===== src/rtl/fetch_pkg.sv =====
// Shared constants and types for the instruction-fetch stage and its
// redirect target calculator.
package fetch_pkg;

  localparam logic [1:0] REDIR_BRANCH = 2'd0;
  localparam logic [1:0] REDIR_JUMP   = 2'd1;
  localparam logic [1:0] REDIR_JR     = 2'd2;
  localparam logic [1:0] REDIR_RSVD   = 2'd3;

  localparam logic [31:0] RESET_PC_DEFAULT = 32'h0000_3000;
  localparam logic [31:0] PC_STEP_DEFAULT  = 32'd4;

  typedef enum logic [1:0] {
    S_IDLE = 2'd0,
    S_REQ  = 2'd1,
    S_HOLD = 2'd2,
    S_DROP = 2'd3
  } state_t;

endpackage


===== src/rtl/fetch_unit_if.sv =====
// Instruction-memory request bus and decode hand-off bundled for the fetch stage.
//
// Handshakes: imem_req/imem_addr are held until a cycle with imem_ack=1,
// which completes the request and qualifies imem_rdata in that same cycle.
// inst_valid/inst/inst_pc are held stable until a cycle with inst_ready=1;
// a transfer happens on any edge where inst_valid && inst_ready.
interface fetch_unit_if;
  logic        imem_req;
  logic [31:0] imem_addr;
  logic        imem_ack;
  logic [31:0] imem_rdata;
  logic        inst_valid;
  logic        inst_ready;
  logic [31:0] inst;
  logic [31:0] inst_pc;

  modport master (
    output imem_req, imem_addr, inst_valid, inst, inst_pc,
    input  imem_ack, imem_rdata, inst_ready
  );

  modport slave (
    input  imem_req, imem_addr, inst_valid, inst, inst_pc,
    output imem_ack, imem_rdata, inst_ready
  );
endinterface


===== src/rtl/next_pc_calc.sv =====
// Combinational redirect target calculator for branch / jump / jr.
// Also usable by execute for link-address checks.
module next_pc_calc
  import fetch_pkg::*;
(
  input  logic [1:0]  i_redir_kind,
  input  logic [31:0] i_redir_base,
  input  logic [31:0] i_redir_offset,
  input  logic [25:0] i_redir_index,
  input  logic [31:0] i_redir_reg,
  output logic [31:0] o_target,
  output logic        o_misaligned
);

  logic [31:0] w_seq_pc;

  assign w_seq_pc = i_redir_base + 32'd4;

  always_comb begin
    o_target     = 32'h0;
    o_misaligned = 1'b0;
    unique case (i_redir_kind)
      REDIR_BRANCH: o_target = w_seq_pc + (i_redir_offset << 2);
      REDIR_JUMP:   o_target = {w_seq_pc[31:28], i_redir_index, 2'b00};
      REDIR_JR: begin
        o_target     = {i_redir_reg[31:2], 2'b00};
        o_misaligned = (i_redir_reg[1:0] != 2'b00);
      end
      default:      o_target = 32'h0;
    endcase
  end

endmodule


===== src/rtl/fetch_unit.sv =====
// Instruction-fetch stage: owns the PC, issues imem requests, buffers one
// word for decode and steers to redirect targets with no delay slot.
module fetch_unit
  import fetch_pkg::*;
#(
  parameter logic [31:0] RESET_PC = RESET_PC_DEFAULT,
  parameter logic [31:0] PC_STEP  = PC_STEP_DEFAULT
) (
  input  logic              clk,
  input  logic              rst_n,
  fetch_unit_if.master      bus,
  input  logic              redir_valid,
  input  logic [1:0]        redir_kind,
  input  logic [31:0]       redir_base,
  input  logic [31:0]       redir_offset,
  input  logic [25:0]       redir_index,
  input  logic [31:0]       redir_reg,
  output logic              misalign,
  output state_t            dbg_state
);

  state_t      r_state;
  logic [31:0] r_pc;
  logic [31:0] r_pc_pend;
  logic [31:0] r_inst;
  logic [31:0] r_inst_pc;
  logic        r_misalign;

  logic [31:0] w_target;
  logic        w_misaligned;
  logic        w_redir;

  next_pc_calc u_next_pc_calc (
    .i_redir_kind   (redir_kind),
    .i_redir_base   (redir_base),
    .i_redir_offset (redir_offset),
    .i_redir_index  (redir_index),
    .i_redir_reg    (redir_reg),
    .o_target       (w_target),
    .o_misaligned   (w_misaligned)
  );

  assign w_redir = redir_valid && (redir_kind != REDIR_RSVD);

  always_ff @(posedge clk or negedge rst_n) begin
    if (!rst_n) begin
      r_state    <= S_IDLE;
      r_pc       <= RESET_PC;
      r_pc_pend  <= 32'h0;
      r_inst     <= 32'h0;
      r_inst_pc  <= 32'h0;
      r_misalign <= 1'b0;
    end else begin
      r_misalign <= w_redir && w_misaligned;
      unique case (r_state)
        S_IDLE: begin
          if (w_redir) r_pc <= w_target;
          r_state <= S_REQ;
        end
        S_REQ: begin
          if (w_redir) begin
            // Without ack the bus must keep the old address; park the target.
            if (bus.imem_ack) begin
              r_pc    <= w_target;
              r_state <= S_REQ;
            end else begin
              r_pc_pend <= w_target;
              r_state   <= S_DROP;
            end
          end else if (bus.imem_ack) begin
            r_inst    <= bus.imem_rdata;
            r_inst_pc <= r_pc;
            r_pc      <= r_pc + PC_STEP;
            r_state   <= S_HOLD;
          end
        end
        S_HOLD: begin
          if (w_redir) begin
            r_pc    <= w_target;
            r_state <= S_REQ;
          end else if (bus.inst_ready) begin
            r_state <= S_REQ;
          end
        end
        S_DROP: begin
          if (bus.imem_ack) begin
            r_pc    <= w_redir ? w_target : r_pc_pend;
            r_state <= S_REQ;
          end else if (w_redir) begin
            r_pc_pend <= w_target;
          end
        end
        default: r_state <= S_IDLE;
      endcase
    end
  end

  assign bus.imem_req   = (r_state == S_REQ) || (r_state == S_DROP);
  assign bus.imem_addr  = r_pc;
  assign bus.inst_valid = (r_state == S_HOLD);
  assign bus.inst       = r_inst;
  assign bus.inst_pc    = r_inst_pc;
  assign misalign       = r_misalign;
  assign dbg_state      = r_state;

endmodule

===== src/flat_wrapper.sv =====
// flat-port wrapper written by rule: the top's interface ports become plain ports
module fetch_unit_flat import fetch_pkg::*;
#(
  parameter logic [31:0] RESET_PC = RESET_PC_DEFAULT,
  parameter logic [31:0] PC_STEP  = PC_STEP_DEFAULT
)
  (clk, rst_n, redir_valid, redir_kind, redir_base, redir_offset, redir_index, redir_reg, misalign, dbg_state, bus_imem_req, bus_imem_addr, bus_inst_valid, bus_inst, bus_inst_pc, bus_imem_ack, bus_imem_rdata, bus_inst_ready);
  fetch_unit_if bus_i ();
  input  logic clk;
  input  logic rst_n;
  input  logic redir_valid;
  input  logic [1:0] redir_kind;
  input  logic [31:0] redir_base;
  input  logic [31:0] redir_offset;
  input  logic [25:0] redir_index;
  input  logic [31:0] redir_reg;
  output logic misalign;
  output state_t dbg_state;
  output wire logic [$bits(bus_i.imem_req)-1:0] bus_imem_req;
  output wire logic [$bits(bus_i.imem_addr)-1:0] bus_imem_addr;
  output wire logic [$bits(bus_i.inst_valid)-1:0] bus_inst_valid;
  output wire logic [$bits(bus_i.inst)-1:0] bus_inst;
  output wire logic [$bits(bus_i.inst_pc)-1:0] bus_inst_pc;
  input wire logic [$bits(bus_i.imem_ack)-1:0] bus_imem_ack;
  input wire logic [$bits(bus_i.imem_rdata)-1:0] bus_imem_rdata;
  input wire logic [$bits(bus_i.inst_ready)-1:0] bus_inst_ready;
  assign bus_imem_req = bus_i.imem_req;
  assign bus_imem_addr = bus_i.imem_addr;
  assign bus_inst_valid = bus_i.inst_valid;
  assign bus_inst = bus_i.inst;
  assign bus_inst_pc = bus_i.inst_pc;
  assign bus_i.imem_ack = bus_imem_ack;
  assign bus_i.imem_rdata = bus_imem_rdata;
  assign bus_i.inst_ready = bus_inst_ready;
  fetch_unit #(.RESET_PC(RESET_PC), .PC_STEP(PC_STEP)) u_core (.clk(clk), .rst_n(rst_n), .bus(bus_i), .redir_valid(redir_valid), .redir_kind(redir_kind), .redir_base(redir_base), .redir_offset(redir_offset), .redir_index(redir_index), .redir_reg(redir_reg), .misalign(misalign), .dbg_state(dbg_state));
endmodule

===== config.mk =====
export PLATFORM = sky130hd
export DESIGN_NAME = fetch_unit_flat
export DESIGN_NICKNAME = d
export VERILOG_FILES = /design/src/rtl/fetch_pkg.sv /design/src/rtl/fetch_unit_if.sv /design/src/rtl/next_pc_calc.sv /design/src/rtl/fetch_unit.sv /design/src/flat_wrapper.sv
export SDC_FILE = /design/constraint.sdc
export NUM_CORES = 1
export LEC_CHECK = 0
export CAP_MARGIN = 10
export CELL_PAD_IN_SITES_DETAIL_PLACEMENT = 0
export CELL_PAD_IN_SITES_GLOBAL_PLACEMENT = 1
export CORE_UTILIZATION = 32
export CTS_CLUSTER_DIAMETER = 30
export DETAILED_ROUTE_END_ITERATION = 10
export HOLD_SLACK_MARGIN = 0.06
export PLACE_DENSITY_LB_ADDON = 0.1
export SETUP_SLACK_MARGIN = 0.2
export SLEW_MARGIN = 40
export SYNTH_ARGS = -nofsm -noshare
export SYNTH_HDL_FRONTEND = slang
export SYNTH_HIERARCHICAL = 1
export SYNTH_SLANG_ARGS = --single-unit

===== constraint.sdc =====
create_clock -name clk -period 1.7 [get_ports clk]
set_clock_uncertainty 0.1 [all_clocks]
set_input_delay 0.17 -clock clk [delete_from_list [all_inputs] [get_ports clk]]
set_output_delay 0.17 -clock clk [all_outputs]
set_load 0.01 [all_outputs]

==> results.toml, run 1 <==
[status]
status = "finished, violations left"
violations = "setup timing"

[detailed_routing]
drt-vias-per-instance = 5.00
dr.pass1.iters = 6
wl_per_cell_um = 17.1
ant_nets = 0
routed_wirelength_um = 35300
vias = 10286
drt_iter0_drc = 481
post-route-drc-count = 0

[setup_path]
cp.required_ns = 1.91
path_cells = "buf_6 -> buf_6 -> ha_4 -> and2_4 -> nand2_2 -> xnor2_2 -> ha_1 -> a21oi_1 -> o21ai_1 -> buf_4 -> a221o_1 -> buf_6 -> a211oi_4 -> buf_4 -> nor2_2 -> a311o_1 -> xnor2_1 -> o21ai_2 -> mux2_2"
critPathCaptureType = "flip-flop"
cp-start-kind = "input pin"
path_class = "input pin to flip-flop"
arrival_ns = 3.34
worstPathMaxFanout = 4
slowest_stage = "a221o_1"
reg2reg_setup_slack_ns = -0.38
cpPeakStageDelay_ns = 0.37
cpMostUsedCell = "buf_6"
ff2ff_path_depth = 5

[clocking]
cts_made_buffers = 17
htree_num_levels = 4
clkLatencyLatePin_ns = 0.42
clockBufferDepth = 2
root_buffer = "clkbuf_16"
cts.sinks = 131
cts_tree = "done"
clkSlewWorstSetupHoldPaths_ns = 0.06

[timing]
fin_crit_ns = 3.13
period_share_pct = 184
hold_viol = 0
fmax_mhz = 319
worst_slack_ns = -1.43
rsz0062_at_grt = "yes"
hold_slack_ns = 0.109
finalSetupViolations = 56
slew_viol_final = 0
timing.max_slew.rel_slack_pct = 66.3
worst_pin_slew_ns = 0.502

[cells_and_area]
nets = 1865
area_growth_pct = 90.2
final_cells = 2059
fillCellCount = 2465
final_layout_size_suffix_gt1_share_pct = 46.0
fin_area_um2 = 17400
n_antenna_cell = 0

[synthesis]
ys_async_sr_fraction_pct = 100
synth.net_count = 1307
ys_ff_latch = 131
syn_inst = 1110
seq_area_frac_synth_pct = 36.0
synth_edf_count = 0
synthFlopType = "dfrtp_1"
avgSynthCellArea_um2 = 8.22
synth_cell_types = 86
yosysMostFrequentCell = "nand2_1"
synthesis.area_um2 = 9130
ys_top_cells_by_area = "dfrtp_1, nand2_1, ha_1, mux2_2, o21ai_0"
synth_largest_area_cell = "dfrtp_1"
synth_top_area_share_pct = 35.4
yosysWarnings = 6
synth_common_cells = "nand2_1, dfrtp_1, nor2_1, o21ai_0, a21oi_1"

[global_routing]
grt_usage_pct = 23.4
grt_max_degree = 36
first_global_vias = 9967
grt_pass1_wl_um = 53000
grt_antenna_before_repair = 1
overflow = 0

[die]
ios = 262
coreArea_um2 = 27900
initial_utilization_pct = 32.7
die_w_um = 171
dieArea_um2 = 29200
die_h_um = 171
rows = 61

[hold_path]
hp-class = "input pin to asynchronous set/reset pin"

[placement]
place.gp.congestion = 0.893
hpwl_um = 25100
placed_area_um2 = 14200
numPortBuffers = 259
dp_worst_setup_slack_ns = -2.42
dp.cells = 1938

[power]
power.density_nw_per_um2 = 1100
leakagePower_uw = 0.00808
vdd_drop_max_uv = 684
power_uw = 19000

[flow_run]
drv_cap = 0
path summary, 6_finish.rpt:
| path | start | end |
|---|---|---|
| worst max-delay path | redir_base[3] | u_core/r_pc_pend[27] |
| worst min-delay path | rst_n | u_core/bus.inst[9] |
| worst max register to register | u_core/bus.imem_addr[2] | u_core/bus.imem_addr[14] |
| worst min register to register | u_core/bus.inst_pc[8] | u_core/bus.inst_pc[8] |
| max in group asynchronous | rst_n | u_core/bus.imem_addr[13] |
| min in group clk | bus_imem_rdata[23] | u_core/bus.inst[23] |
sequential cells by signal (all words and copies together) (netlist names):
register,flops
u_core/bus.imem_addr,32
u_core/bus.inst,32
u_core/bus.inst_pc,32
u_core/dbg_state,2
u_core/misalign,1
u_core/r_pc_pend,32
cell type report:
class | count | area (µm²) | share of cell area (%)
repair buffers | 599 | 5770 | 33.2
multi-input cells | 904 | 7110 | 41.0
flip-flops and latches | 131 | 3290 | 18.9
inverters | 15 | 58.8 | 0.339
well taps | 378 | 473 | 2.72
clock buffers | 20 | 457 | 2.63
clock inverters | 12 | 203 | 1.17
report_power, final:
part           leakage, µW  switching (µW)  internal [µW]
registers          0.00160            1010           4330
logic              0.00616            4440           5150
clock network     0.000321            1420           2690
total              0.00808            6870          12200
per-stage QoR:
step / TNS (ns) / util [%]
after detailed placement: -146.64 / 50.7
after CTS: -62.32 / 57.2
after global placement: -144.05 / 50.7
final: -61.18 / 62.1
after floorplan: -54.60 / -
after global routing: -68.46 / 62.1
worst max-delay path: cells and delay by family:
family	cells	cell delay, ns
adders and majority gates	2	0.42
xor gates and xnor gates	2	0.29
AOI/OAI and AO/OA	6	1.28
buffers and inverters	5	0.63
and+or+nand+nor	3	0.26
muxes	1	0.27
cells by family after synthesis:
kind of cell             share of synthesized area, %
multiplexers                                     5.73
AND/OR/NAND/NOR                                  24.8
flip-flops                                       36.0
adder cells (fa/ha/maj)                          5.02
AO/OA/AOI/OAI                                    19.1
XOR/XNOR                                         5.86
buffers and inverters                            3.55
what timing repair did:
item	CTS	global route
hold buffers	1	0
cloned	10	6
setup endpoints to repair	230	150
pin swaps	134	224
gates resized for setup	408	293
hold endpoints to repair	129	0
setup buffers	51	21
cells in the final DEF (no fill, tap or decap), types with 10 or more instances in the layout:
master	netlist	final
mux2i_1	14	14
a21o_1	19	19
mux2_4	0	11
buf_12	0	20
xor2_1	27	19
a21oi_1	67	41
nand2_1	280	168
buf_4	1	244
ha_1	35	28
mux2_2	34	23
nand2_4	0	40
inv_1	15	10
o22ai_2	0	10
dlygate4sd2_1	0	78
dfrtp_1	129	125
buf_2	21	11
and3_4	0	10
a21oi_2	0	21
nand3_1	34	26
buf_6	1	74
xnor2_1	34	19
nand4_1	16	16
clkdlybuf4s50_1	0	129
nor2_1	72	60
a211oi_2	5	11
o21ai_0	70	14
clkbuf_16	0	21
xnor2_2	0	15
o21ai_2	3	34
nand2_2	0	72
o21ai_1	4	26
routing by layer:
metal  track usage, %  up-vias  share of wire (%)
met3             3.47       32                5.1
met1             31.2     4911                 45
met5                0        -                  0
met2             39.4      298                 49
met4             5.75        0                1.4
li1                 -     5045                  -
No activity file was read; power rests on OpenSTA's default activity.
==> run 2: changes to the inputs <==
--- a/config.mk
+++ b/config.mk
@@ -19,3 +19,4 @@
 export SYNTH_HDL_FRONTEND = slang
 export SYNTH_HIERARCHICAL = 1
 export SYNTH_SLANG_ARGS = --single-unit
+export TNS_END_PERCENT = 10
==> run 2 against run 1 <==
Net effect: the run still ends with setup timing left; register-to-register slack improved by 0.10 ns; global-route usage decreased by 1.1 points; routed wire length decreased by 7.4%; combinational power decreased by 16%; setup slack improved by 0.057 ns; critical path type unchanged; largest cell class unchanged; largest power group unchanged; highest routed layer unchanged.
==> results.toml, run 2 (synthesis results as in run 1) <==
[status]
status = "finished, violations left"
violations = "setup timing"

[clocking]
cts.sinks = 131
clockBufferDepth = 2
htree_num_levels = 4
cts_made_buffers = 17
root_buffer = "clkbuf_16"
clkSlewWorstSetupHoldPaths_ns = 0.07
clkLatencyLatePin_ns = 0.43
cts_tree = "done"

[detailed_routing]
post-route-drc-count = 0
routed_wirelength_um = 32600
drt-vias-per-instance = 4.92
wl_per_cell_um = 16.0
ant_nets = 0
dr.pass1.iters = 5
drt_iter0_drc = 512
vias = 10005

[setup_path]
cpPeakStageDelay_ns = 0.33
slowest_stage = "ha_1"
arrival_ns = 3.28
reg2reg_setup_slack_ns = -0.28
ff2ff_path_depth = 6
critPathLaunch = "redir_base[3]"
path_class = "input pin to flip-flop"
cp-start-kind = "input pin"
critPathCaptureType = "flip-flop"
crit_family = "compound AO/OA/AOI/OAI gates"
r2r-end = "u_core/bus.imem_addr[12]"
crit_end = "u_core/r_pc_pend[27]"
r2r_start = "u_core/bus.imem_addr[3]"
cp.required_ns = 1.91
path_buf_inv = 2
worstPathMaxFanout = 4
path_cells = "buf_6 -> buf_6 -> ha_4 -> and2_4 -> nand3_4 -> nor2_4 -> nand2_1 -> xnor2_1 -> ha_1 -> a21oi_2 -> o21ai_2 -> or2_4 -> a211oi_4 -> nor2_2 -> a311o_1 -> xnor2_1 -> o21ai_1 -> mux2_2"
cp.depth = 18

[global_routing]
grt_antenna_before_repair = 2
grt_usage_pct = 22.3
grt_max_degree = 69
overflow = 0
first_global_vias = 9953
grt_pass1_wl_um = 51400

[die]
die_h_um = 171
dieArea_um2 = 29200
rows = 61
ios = 262
initial_utilization_pct = 32.7
coreArea_um2 = 27900
die_w_um = 171

[power]
power.density_nw_per_um2 = 1060
power_uw = 17100
combPwrFrac_pct = 47.4
pwr-share-clk_pct = 22.2
switching_share_pct = 36.9
p_seq_share_pct = 30.5
switchingPower_uw = 6320
leakagePower_uw = 0.00752
vdd_drop_max_uv = 571
intPower_uw = 10800

[flow_run]
drv_cap = 0

[placement]
numPortBuffers = 259
placed_area_um2 = 14400
place.gp.congestion = 0.896
dp_worst_setup_slack_ns = -2.41
hpwl_um = 25300

[hold_path]
hp-class = "input pin to asynchronous set/reset pin"

[timing]
fin_crit_ns = 3.07
period_share_pct = 181
fmax_mhz = 325
worst_pin_slew_ns = 0.485
slew_viol_final = 0
worst_slack_ns = -1.37
hold_slack_ns = 0.153
timing.max_slew.rel_slack_pct = 67.4
hold_viol = 0
finalSetupViolations = 58
finalSetupTns_ns = -55.18
rsz0062_at_grt = "yes"

[cells_and_area]
nets = 1839
area_growth_pct = 76.2
final_layout_size_suffix_gt1_share_pct = 38.9
final_cell_mix = "buf_4, nand2_1, clkdlybuf4s50_1"
fin_area_um2 = 16100
layout_commonest_cell = "buf_4"
[run 2: changes by cell type in the layout (fill, tap and decap cells not counted), moves of 13 or more]
cell and delta:
buf_4 +24, buf_6 -26, nand2_1 +41, nand2_4 -35, o21ai_0 +13, o21ai_2 -15
[run 2: power groups by stage]
| stage | Clock [µW] | Combinational [µW] | Sequential, µW |
|---|---|---|---|
| after floorplan | 0 | 2860 | 5650 |
| after CTS | 3880 | 8010 | 5220 |
| after global routing | 4020 | 8850 | 5370 |
| final | 3790 | 8100 | 5210 |
| after detailed placement | 0 | 8030 | 5140 |
| after global placement | 0 | 7990 | 5090 |
[run 2: per-stage QoR]
stage	util [%]	instances
after floorplan	-	1110
after global placement	51.5	1977
after detailed placement	51.5	1977
after CTS	56.2	2026
after global routing	57.5	2033
final	57.6	2035
[run 2: worst min path at each step]
stage,endpoint,slack [ns],cells past startpoint,start
2_1_floorplan,u_core/bus.imem_addr[0],-0.23,0,rst_n
3_3_place_gp,u_core/bus.inst[8],0.03,1,rst_n
3_5_place_dp,u_core/bus.inst[8],0.04,1,rst_n
4_1_cts,u_core/bus.inst_pc[4],0.15,2,rst_n
5_1_grt,u_core/bus.inst[8],0.18,2,rst_n
6_report,u_core/bus.inst[8],0.15,2,rst_n
[run 2: routing by layer]
layer,up-vias,GRT usage (%),share of wire [%]
met5,-,0,0
met4,0,5.32,1.3
met3,28,3.22,5.0
met2,289,37.6,47
met1,4687,30.0,46
li1,5001,-,-
[run 2: final cells by class]
type                            count  area, µm²
Clock buffer                       18        439
Sequential cell                   131       3280
Tap cell                          378        473
Inverter                           15       56.3
Timing Repair Buffer              574       5160
Multi-Input combinational cell    903       6500
Fill cell                        2621      11900
Clock inverter                     14        164
Antenna cell                        2       5.00
[run 2: what timing repair did]
action / 4_1_cts / 5_1_grt
endpoints found under the setup margin: 230 / 149
pin swaps: 218 / 53
hold buffers: 1 / 0
hold endpoints to repair: 129 / 0
resized for setup: 448 / 57
buffers inserted: 16 / 7
